===== src/rtl/linebuf_writer.sv =====
// Span-command pixel writer for the RGB565 scanline buffer in SRAM.
// Turns PIXEL/FILL/GRAD/STRIPE commands into one 16-bit SRAM write per pixel.
module linebuf_writer #(
  parameter int          STRIPE_W  = 8,
  parameter logic [15:0] BASE_ADDR = 16'h0000
) (
  input  logic        clk_sys,
  input  logic        rst_n,
  input  logic        cmd_valid,
  output logic        cmd_ready,
  input  logic [1:0]  cmd_op,
  input  logic [9:0]  cmd_x,
  input  logic [10:0] cmd_len,
  input  logic [15:0] cmd_color,
  input  logic [15:0] cmd_step,
  input  logic        abort,
  output logic [15:0] sram_wr_addr,
  output logic [15:0] sram_wr_data,
  output logic        sram_wr_en,
  input  logic        sram_wr_ready,
  output logic        busy,
  output logic        done,
  output logic [10:0] pix_written
);

  typedef enum logic [1:0] {
    IDLE  = 2'd0,
    WRITE = 2'd1,
    DONE  = 2'd2
  } state_e;

  localparam logic [1:0] OP_PIXEL  = 2'd0;
  localparam logic [1:0] OP_GRAD   = 2'd2;
  localparam logic [1:0] OP_STRIPE = 2'd3;

  // Bit of the pixel offset that flips every STRIPE_W pixels.
  localparam int StripeBit = $clog2(STRIPE_W);

  state_e      state_q, state_d;
  logic        alive_q;
  logic [9:0]  x_q, x_d;
  logic [10:0] remaining_q, remaining_d;
  logic [15:0] color_q, color_d;
  logic [15:0] step_q, step_d;
  logic [1:0]  op_q, op_d;
  logic [15:0] data_q, data_d;
  logic [10:0] idx_q, idx_d;
  logic [10:0] pix_q, pix_d;

  logic [10:0] acceptLen;
  logic [10:0] nextIdx;

  assign acceptLen = (cmd_op == OP_PIXEL) ? 11'd1 : cmd_len;
  assign nextIdx   = idx_q + 11'd1;

  always_ff @(posedge clk_sys or negedge rst_n) begin
    if (!rst_n) begin
      state_q     <= IDLE;
      alive_q     <= 1'b0;
      x_q         <= '0;
      remaining_q <= '0;
      color_q     <= '0;
      step_q      <= '0;
      op_q        <= '0;
      data_q      <= '0;
      idx_q       <= '0;
      pix_q       <= '0;
    end else begin
      state_q     <= state_d;
      alive_q     <= 1'b1;
      x_q         <= x_d;
      remaining_q <= remaining_d;
      color_q     <= color_d;
      step_q      <= step_d;
      op_q        <= op_d;
      data_q      <= data_d;
      idx_q       <= idx_d;
      pix_q       <= pix_d;
    end
  end

  always_comb begin
    state_d     = state_q;
    x_d         = x_q;
    remaining_d = remaining_q;
    color_d     = color_q;
    step_d      = step_q;
    op_d        = op_q;
    data_d      = data_q;
    idx_d       = idx_q;
    pix_d       = pix_q;

    case (state_q)
      IDLE: begin
        if (cmd_valid && alive_q) begin
          x_d         = cmd_x;
          remaining_d = acceptLen;
          color_d     = cmd_color;
          step_d      = cmd_step;
          op_d        = cmd_op;
          data_d      = cmd_color;
          idx_d       = '0;
          pix_d       = '0;
          state_d     = (acceptLen == 11'd0) ? DONE : WRITE;
        end
      end

      WRITE: begin
        if (sram_wr_ready) begin
          x_d         = x_q + 10'd1;
          remaining_d = remaining_q - 11'd1;
          pix_d       = pix_q + 11'd1;
          idx_d       = nextIdx;
          if (op_q == OP_GRAD) begin
            data_d = data_q + step_q;
          end else if (op_q == OP_STRIPE) begin
            data_d = nextIdx[StripeBit] ? 16'h0000 : color_q;
          end
        end
        // Abort wins over a same-edge final write, so it never pulses done.
        if (abort) begin
          state_d = IDLE;
        end else if (sram_wr_ready && remaining_q == 11'd1) begin
          state_d = DONE;
        end
      end

      DONE: begin
        state_d = IDLE;
      end

      default: begin
        state_d = IDLE;
      end
    endcase
  end

  assign cmd_ready    = alive_q && (state_q == IDLE);
  assign sram_wr_en   = (state_q == WRITE);
  assign busy         = (state_q == WRITE);
  assign done         = (state_q == DONE);
  assign sram_wr_addr = BASE_ADDR + {5'b00000, x_q, 1'b0};
  assign sram_wr_data = data_q;
  assign pix_written  = pix_q;

endmodule


===== config.mk =====
export PLATFORM = sky130hd
export DESIGN_NAME = linebuf_writer
export DESIGN_NICKNAME = d
export VERILOG_FILES = /design/src/rtl/linebuf_writer.sv
export SDC_FILE = /design/constraint.sdc
export NUM_CORES = 1
export LEC_CHECK = 0
export CAP_MARGIN = 20
export CORE_UTILIZATION = 40
export CTS_CLUSTER_SIZE = 40
export DETAILED_ROUTE_END_ITERATION = 8
export PLACE_DENSITY_LB_ADDON = 0.08
export SYNTH_ARGS = -nofsm -noshare
export SYNTH_HDL_FRONTEND = slang
export SYNTH_SLANG_ARGS = --single-unit

===== constraint.sdc =====
create_clock -name clk_sys -period 5.77 [get_ports clk_sys]
set_clock_uncertainty 0.05 [all_clocks]
set_input_delay 0.8655 -clock clk_sys [delete_from_list [all_inputs] [get_ports clk_sys]]
set_output_delay 0.8655 -clock clk_sys [all_outputs]
set_load 0.02 [all_outputs]

Word level (Yosys, flattened, before mapping)
Cells that the tools add are included.
Widths: inputs -> output; s select.

word-level totals
  register bits = 96
  input bits = 60
  output and inout port bits = 47
  word-level logic and storage cells = 58

cells by class
  add/subtract/negate cells = 5
  eq/ne operators = 9
  muxes and demuxes = 23
  reductions and logical operators = 11

operator list
  cell                   number
  $mux 16                5
  $mux 11                6
  $pmux 11 s2            3
  $pmux 16 s2            1
  $add 11x1->11 const B  2
  $mux 10                2
  $pmux 10 s2            1
  $add 16x16->16         1
  $eq 11x1->1 const B    1
  $logic_not 11->1       1
  $sub 11x1->11 const B  1
  $add 10x1->10 const B  1
  $mux 2                 4
  $eq 2x2->1 const B     3
  $logic_not 2->1        2
  $ne 2x2->1 const B     2
  $pmux 2 s2             1
  $reduce_and 2->1       2
  $reduce_and 4->1       1
  $logic_and 1x1->1      3
  $ne 3x1->1 const B     1
  $ne 3x2->1 const B     1
  $reduce_and 3->1       1
  $eq 2x1->1 const B     1
  $reduce_bool 2->1      1

Longest topological paths before layout
Gate-level depths: netlist of run 1.

  depth in word-level cells = 6
  depth in mapped cells = 9
  mapped depth without buffers = 8

Least setup slack after synthesis of run 1
OpenSTA, ideal clock, no wires.

  kind = flip-flop to flip-flop
  from = register data_q[0] (netlist: sram_wr_data[0])
  to = register data_q[8] (netlist: sram_wr_data[8])
  library setup time = 0.086 ns
  arrival time = 2.349 ns
  path slack = 3.285 ns
  cell stages (with the launch flop) = 9
  path through = dfrtp_1 > ha_1 > fa_1 > a21o_2 > a311oi_2 > o21ai_1 > and3_1 > o31a_1 > nor3_1

between the ends
  cells in the longest elaborated chain, start to end = 4

ends and longest elaborated chain
  element                 line  source
  from (decl)             46    logic [15:0] data_q, data_d;
  from (signal assigned)  76    data_q <= data_d;
  $add 16x16->16          115   data_d = data_q + step_q;
  $mux 16                 114   if (op_q == OP_GRAD) begin
  $mux 16                 109   if (sram_wr_ready) begin
  $pmux 16 s2             93    case (state_q)

Every way passes these cells. The select of a mux whose other input is x is not followed.
A chain may end at the register's enable or synchronous reset.

Final worst setup path of run 1
  from = register state_q[1]
  to = output busy

between the ends
  cells in the longest elaborated chain, start to end = 1

ends and longest elaborated chain
  element                 line  source
  from (decl)             39    state_e state_q, state_d;
  from (signal assigned)  69    state_q <= state_d;
  $eq 2x1->1              140   assign busy = (state_q == WRITE);
  to (decl)               21    output logic busy,

Every way passes these cells.

==> results of run 1 <==
==> cell families (layout without fill, tap and decap cells) <==
family                   Yosys count  in the layout  share of synthesized area (%)
AND/OR/NAND/NOR                  181            181                          16.97
adder cells (fa/ha/maj)           21             21                          5.259
multiplexers                      35             35                          7.646
XOR/XNOR                          18             18                          3.068
buffers and inverters             42            129                          3.798
flip-flops                        89             89                          43.34
AO/OA/AOI/OAI                    167            167                          19.77
other                              2              7                         0.1461
==> layer usage <==
metal	GRT usage [%]	vias to the layer above	part of all wire, %
li1	-	2177	-
met1	28.85	2176	48
met2	32.89	127	46
met3	3.901	13	4.7
met4	7.879	0	1.4
met5	0	-	0
==> per-stage QoR <==
stage	utilization, %	cells	power [mW]	area, µm²	hold WS, ns
floorplan	-	560	1.938	5157	0.3977
global placement	49.76	803	2.385	6254	0.4169
detailed placement	49.76	803	2.409	6254	0.4329
CTS	52.06	819	3.021	6543	0.3811
global route	52.06	819	3.225	6543	0.4006
finish	52.06	819	2.996	6543	0.3759
==> layout make-up <==
class	instances	area, µm²	share of cell area (%)
multi-input cells	429	2741	41.90
flip-flops and latches	89	2227	34.04
repair buffers	106	1044	15.95
clock buffers	11	232.7	3.557
well taps	172	215.2	3.289
clock inverters	5	56.30	0.8606
inverters	7	26.28	0.4016
==> flip-flops by register name, indices dropped and copies added (netlist names) <==
signal / count
state_q: 2
sram_wr_data: 16
remaining_q: 11
op_q: 2
alive_q: 1
x_q: 10
pix_written: 11
step_q: 16
idx_q: 4
color_q: 16
==> report_power, final <==
part	internal (mW)	switching [mW]
Combinational	0.635	0.765
Clock	0.335	0.250
Sequential	0.825	0.186
==> final timing paths <==
path | from | endpoint | slack, ns | cells after the start
min in group clk_sys | remaining_q[9] | remaining_q[9] | 0.44 | 1
hold reg to reg | remaining_q[9] | remaining_q[9] | 0.44 | 1
setup reg to reg | sram_wr_data[0] | sram_wr_data[10] | 3.06 | 8
max in group asynchronous | rst_n | step_q[8] | 4.14 | 2
hold / removal | rst_n | pix_written[9] | 0.38 | 1
setup / recovery | state_q[1] | busy | 2.71 | 4
==> Yosys cell counts, types with 8 or more instances <==
cell      instances  area, µm²
dfrtp_1          89       2227
a21oi_1          53      265.3
nand2_1          50      187.7
o21ai_0          49      245.2
nor2_1           48      180.2
mux2_2           34      382.9
nand3_1          23      115.1
ha_1             20      250.2
clkbuf_1         18      67.56
nor3_1           17      85.08
xor2_1           16      140.1
buf_2             9      45.04
a211oi_1          8      60.06
and3_1            8      50.05
o21a_1            8      60.06
==> out/qor.log, run 1 <==
INFO  logic_synthesis postSynth.topFlopCell=dfrtp_1
INFO  grt            grt_overflow=0
INFO  drt            vias=4493
INFO  timing         fmax=0.3266GHz
INFO  clock_tree     cts_hold_repair.buffers=0
INFO  grt            antenna_found_initial=0
INFO  logic_synthesis ys.warnings.count=0
INFO  critical_path  critical-path-slowest-cell=clkdlybuf4s50_1
INFO  die            floorplan.initialDensity=40.89%
INFO  critical_path  cp_top_family=buffers and inverters
INFO  logic_synthesis synth-edff-count=0
INFO  die            boundaryPins=107
INFO  die            core_area=0.01257mm²
INFO  power_and_ir_drop power_leakage=2.680nW
INFO  timing         post-route-min-period=3.062ns
INFO  flow_run       cap_viol_max_count=0
INFO  power_and_ir_drop power_density=458.0mW/mm²
INFO  clock_tree     cts_root_buf=clkbuf_16
INFO  logic_synthesis yosysSeqAreaShare=43.34%
INFO  critical_path  critical_path_class=reg2out
INFO  logic_synthesis instance_count_of_the_mapped_netlist=555
INFO  worst_hold_path worst_hold_path_type=in2async
INFO  final_layout   insertedDiodeCount=0
INFO  timing         timing_worst_slew_pin_value=1.007ns
INFO  die            core.rowCount=41
INFO  final_layout   post_route_cells_drive_above_1_share=10.82%
INFO  grt            globalRouteTotalUtil=20.99%
INFO  clock_tree     tritoncts=built
INFO  timing         normalized_max_slew_margin=32.90%
INFO  clock_tree     cts.clk_slew.worst_paths=0.07ns
INFO  timing         timing.final.crit_share=53.07%
INFO  final_layout   fillers=1163
INFO  timing         finalHoldViolCount=0
INFO  drt            via_per_inst=5.486
INFO  timing         post-route-worst-setup-slack=2.708ns
INFO  critical_path  critPathBufInv=3
INFO  final_layout   flow.area_growth_from_synthesis=27.32%
INFO  placement      numPortBuffers=100
INFO  run_status     run_status=finished, final reports clean
INFO  critical_path  crit_path_start_kind=flip-flop
INFO  timing         grt_setup_unrepaired=no
INFO  clock_tree     clock_buffers_created_by_tritoncts=9
INFO  placement      routabilityCongestion=0.8454
INFO  critical_path  critical_path.cell_chain=nand2b_1, buf_4, inv_2, clkdlybuf4s50_1
INFO  logic_synthesis synth-async-reset-ratio=100.0%
INFO  critical_path  worstSetupEndpointType=primary output
INFO  die            total_die_area=0.01330mm²
INFO  logic_synthesis synth_cell_type_count=60
INFO  drt            drcViolationCount=0
INFO  timing         setup_viol=0
INFO  final_layout   nets=723
INFO  critical_path  critical_path_required=4.85ns
INFO  placement      place_worst_setup_slack=2.605ns
INFO  drt            drt_wl_total=13130µm
INFO  final_layout   final_cell_mix=99 x clkdlybuf4s50_1, 89 x dfrtp_1, 53 x a21oi_1
INFO  grt            number_of_global_route_vias_before_repair=4215
INFO  timing         slew_violations=0
INFO  die            die_span_x=115.3µm
INFO  die            dieHeight=115.3µm
INFO  clock_tree     clkLatencyLatePin=0.35ns
INFO  power_and_ir_drop ir_drop=0.2325mV
INFO  drt            drtPass1Iterations=4
INFO  drt            post_drt_wl_per_cell=16.03µm
INFO  placement      place_hpwl=8951µm
INFO  grt            first_pass_grt_wire_length=21340µm
INFO  critical_path  critical_path.max_stage_delay=0.56ns
INFO  drt            drtIter0Drc=211
INFO  clock_tree     clk_path_buf_depth=2
INFO  timing         tns=0ns
INFO  final_layout   mostFrequentLayoutCell=clkdlybuf4s50_1
INFO  logic_synthesis post_synth_instance_area=0.005139mm²
INFO  drt            postRouteAntennaNets=0
INFO  critical_path  worstPathArrival=2.15ns
INFO  grt            largest_net_degree_at_the_start_of_global_routing=63
INFO  clock_tree     clock_sinks=89
INFO  critical_path  critical_path_peak_fanout=41
INFO  logic_synthesis postSynthAreaPerCell=9.259µm²
INFO  clock_tree     total_number_of_h_tree_levels=3
INFO  logic_synthesis synth_seq_cells=89
INFO  clock_tree     cts-resized-gates=0
INFO  clock_tree     cts_post_setup_buffers_inserted=0
(Power assumes the default switching activity.)
==> inputs of run 2 (changes only) <==
clock period = 3.2 ns   (was 5.77 ns; I/O delays follow)
==> out/qor.log, run 2 (synthesis results as in run 1) <==
INFO  die            boundaryPins=107 [unchanged]
INFO  placement      place_hpwl=9226µm [+3.1%]
INFO  die            total_die_area=0.01330mm² [unchanged]
INFO  die            core.rowCount=41 [unchanged]
INFO  grt            grt_overflow=0 [unchanged]
INFO  power_and_ir_drop power_switching_share=39.81% [-0.29 points]
INFO  final_layout   final_core_utilization=52.73% [+0.68 points]
INFO  grt            first_pass_grt_wire_length=21510µm [+0.81%]
INFO  grt            routing_usage_on_met2=31.42% [-1.5 points]
INFO  power_and_ir_drop p_seq_share=32.9% [-0.8 points]
INFO  grt            globalRouteTotalUtil=21.09% [+0.10 points]
INFO  die            die_span_x=115.3µm [unchanged]
INFO  final_layout   fin_area=0.006628mm² [+1.3%]
INFO  flow_run       cap_viol_max_count=0 [unchanged]
INFO  drt            vias=4536 [+0.96%]
INFO  timing         grt_setup_unrepaired=no
INFO  final_layout   final_cell_mix=99 x clkdlybuf4s50_1, 89 x dfrtp_1, 53 x a21oi_1
INFO  power_and_ir_drop p_comb_share=46.4% [-0.3 points]
INFO  critical_path  critical_path_class=reg2reg
INFO  timing         finalHoldViolCount=0 [unchanged]
INFO  die            core_area=0.01257mm² [unchanged]
INFO  power_and_ir_drop p_clk_share=20.7% [+1.2 points]
INFO  critical_path  critical-path-slowest-cell=fa_1
INFO  critical_path  critPathBufInv=0 [-3]
INFO  placement      placed_cells_incl_taps=807 [+0.50%]
INFO  grt            antenna_found_initial=0 [unchanged]
INFO  clock_tree     cts_post_setup_buffers_inserted=0 [unchanged]
INFO  placement      place_worst_setup_slack=0.6421ns [-1.963 ns]
INFO  timing         tns=0ns [unchanged]
INFO  clock_tree     cts-resized-gates=0 [unchanged]
INFO  worst_hold_path worst_hold_path_type=in2async
INFO  critical_path  critical_path.cell_chain=ha_1, fa_1, a21o_2, a311oi_2, nor4b_1, o22ai_1, xor2_1, a31oi_1
INFO  timing         hold-worst-slack=0.08809ns [-0.2878 ns]
INFO  clock_tree     cts_root_buf=clkbuf_16
INFO  drt            via_per_inst=5.512 [+0.47%]
INFO  drt            post_drt_wl_per_cell=16.24µm [+1.3%]
INFO  power_and_ir_drop power_leakage=2.720nW [+1.5%]
INFO  die            dieHeight=115.3µm [unchanged]
INFO  clock_tree     total_number_of_h_tree_levels=3 [unchanged]
INFO  grt            gr-usage-met1=29.25% [+0.40 points]
INFO  final_layout   fillers=1160 [-0.26%]
INFO  clock_tree     clock_sinks=89 [unchanged]
INFO  die            floorplan.initialDensity=40.89% [unchanged]
INFO  power_and_ir_drop p_int=3.334mW [+86%]
INFO  final_layout   flow.area_growth_from_synthesis=28.98%
INFO  timing         slew_violations=0 [unchanged]
INFO  grt            busiest_layer=met2
INFO  power_and_ir_drop power_density=835.7mW/mm² [+82%]
INFO  timing         post-route-worst-setup-slack=0.5868ns [-2.121 ns]
INFO  placement      routabilityCongestion=0.8757 [+3.6%]
INFO  final_layout   nets=727 [+0.55%]
INFO  drt            drtIter0Drc=190 [-10%]
INFO  run_status     run_status=finished, final reports clean
INFO  clock_tree     clock_buffers_created_by_tritoncts=9 [unchanged]
INFO  critical_path  critical_path_peak_fanout=4 [-90%]
INFO  grt            grt_use_met3=4.428% [+0.53 points]
INFO  drt            postRouteAntennaNets=0 [unchanged]
INFO  timing         fmax=0.3827GHz
INFO  drt            drcViolationCount=0 [unchanged]
INFO  power_and_ir_drop ir_drop=0.3937mV [+69%]
INFO  clock_tree     clk_path_buf_depth=2 [unchanged]
INFO  critical_path  worstSetupEndpointType=flip-flop
INFO  critical_path  critical_path.max_stage_delay=0.43ns [-0.13 ns]
INFO  final_layout   post_route_cells_drive_above_1_share=11.67% [+0.86 points]
INFO  placement      numPortBuffers=100 [unchanged]
INFO  grt            number_of_global_route_vias_before_repair=4174 [-0.97%]
INFO  timing         setup_viol=0 [unchanged]
INFO  final_layout   insertedDiodeCount=0 [unchanged]
INFO  drt            drt_wl_total=13360µm [+1.8%]
INFO  placement      dpl-instance-area=0.006309mm² [+0.88%]
INFO  final_layout   mostFrequentLayoutCell=clkdlybuf4s50_1
INFO  timing         timing.final.crit_share=81.66%
INFO  critical_path  crit_path_start_kind=flip-flop
INFO  final_layout   fin_cells=823 [+0.49%]
INFO  clock_tree     tritoncts=built
INFO  critical_path  cp_top_family=compound AO/OA/AOI/OAI gates
INFO  clock_tree     cts_hold_repair.buffers=0 [unchanged]
INFO  power_and_ir_drop totalPowerFinal=5.539mW [+85%]
INFO  timing         timing_worst_slew_pin_value=0.7108ns [-0.2958 ns]
INFO  critical_path  critical_path_required=3.37ns [-1.48 ns]
INFO  grt            largest_net_degree_at_the_start_of_global_routing=90 [+43%]
INFO  clock_tree     cts.clk_slew.worst_paths=0.07ns [about the same]
INFO  drt            drtPass1Iterations=4 [unchanged]
INFO  critical_path  worstPathArrival=2.78ns [+0.63 ns]
INFO  timing         post-route-min-period=2.613ns
INFO  clock_tree     clkLatencyLatePin=0.35ns [about the same]
INFO  timing         normalized_max_slew_margin=52.18% [+19 points]
INFO  power_and_ir_drop switching_pwr=2.205mW [+84%]
## run 2: cell types whose count changed in the layout (fill, tap and decap cells not counted), sizes merged
cell,change
inv,+1
clkbuf,-2
bufinv,+1
buf,+4
clkinv,-1
clkinvlp,+1
## run 2: path summary, 6_finish.rpt
kind / from / to / slack [ns] / cells past startpoint
setup / recovery: sram_wr_data[0] / sram_wr_data[14] / 0.59 / 8
hold reg to reg: remaining_q[9] / remaining_q[9] / 0.45 / 1
setup reg to reg: sram_wr_data[0] / sram_wr_data[14] / 0.59 / 8
max in group asynchronous: rst_n / color_q[11] / 2.57 / 2
hold / removal: rst_n / pix_written[0] / 0.09 / 2
min in group clk_sys: remaining_q[9] / remaining_q[9] / 0.45 / 1
## run 2: routing by layer
| metal | share of wire [%] | vias to the layer above | wire length, µm |
|---|---|---|---|
| met2 | 45 | 152 | 6034 |
| met4 | 2.4 | 0 | 324 |
| li1 | - | 2181 | - |
| met1 | 46 | 2179 | 6182 |
| met5 | 0 | - | 0 |
| met3 | 6.1 | 24 | 821 |
## run 2: worst register-to-register path, delay by kind of cell, from the launching register on
family | cells | cell delay [ns]
AOI/OAI and AO/OA | 4 | 1.02
xor gates and xnor gates | 1 | 0.18
adders and majority gates | 2 | 0.68
DFF | 1 | 0.40
and+or+nand+nor | 1 | 0.17
## run 2: cell type report
class	instances	area (µm²)	share of cell area (%)
multi-input cells	429	2741	41.36
flip-flops and latches	89	2227	33.60
repair buffers	110	1099	16.58
clock buffers	9	225.2	3.398
well taps	172	215.2	3.247
clock inverters	7	93.84	1.416
inverters	7	26.28	0.3965
## run 2: power by group through the flow
stage | Combinational, mW | Clock (mW) | Sequential (mW)
after floorplan | 1.56 | 0 | 1.94
after global placement | 2.52 | 0 | 1.83
final | 2.57 | 1.14 | 1.82
after global routing | 2.85 | 1.22 | 1.87
after detailed placement | 2.56 | 0 | 1.84
after CTS | 2.57 | 1.18 | 1.82
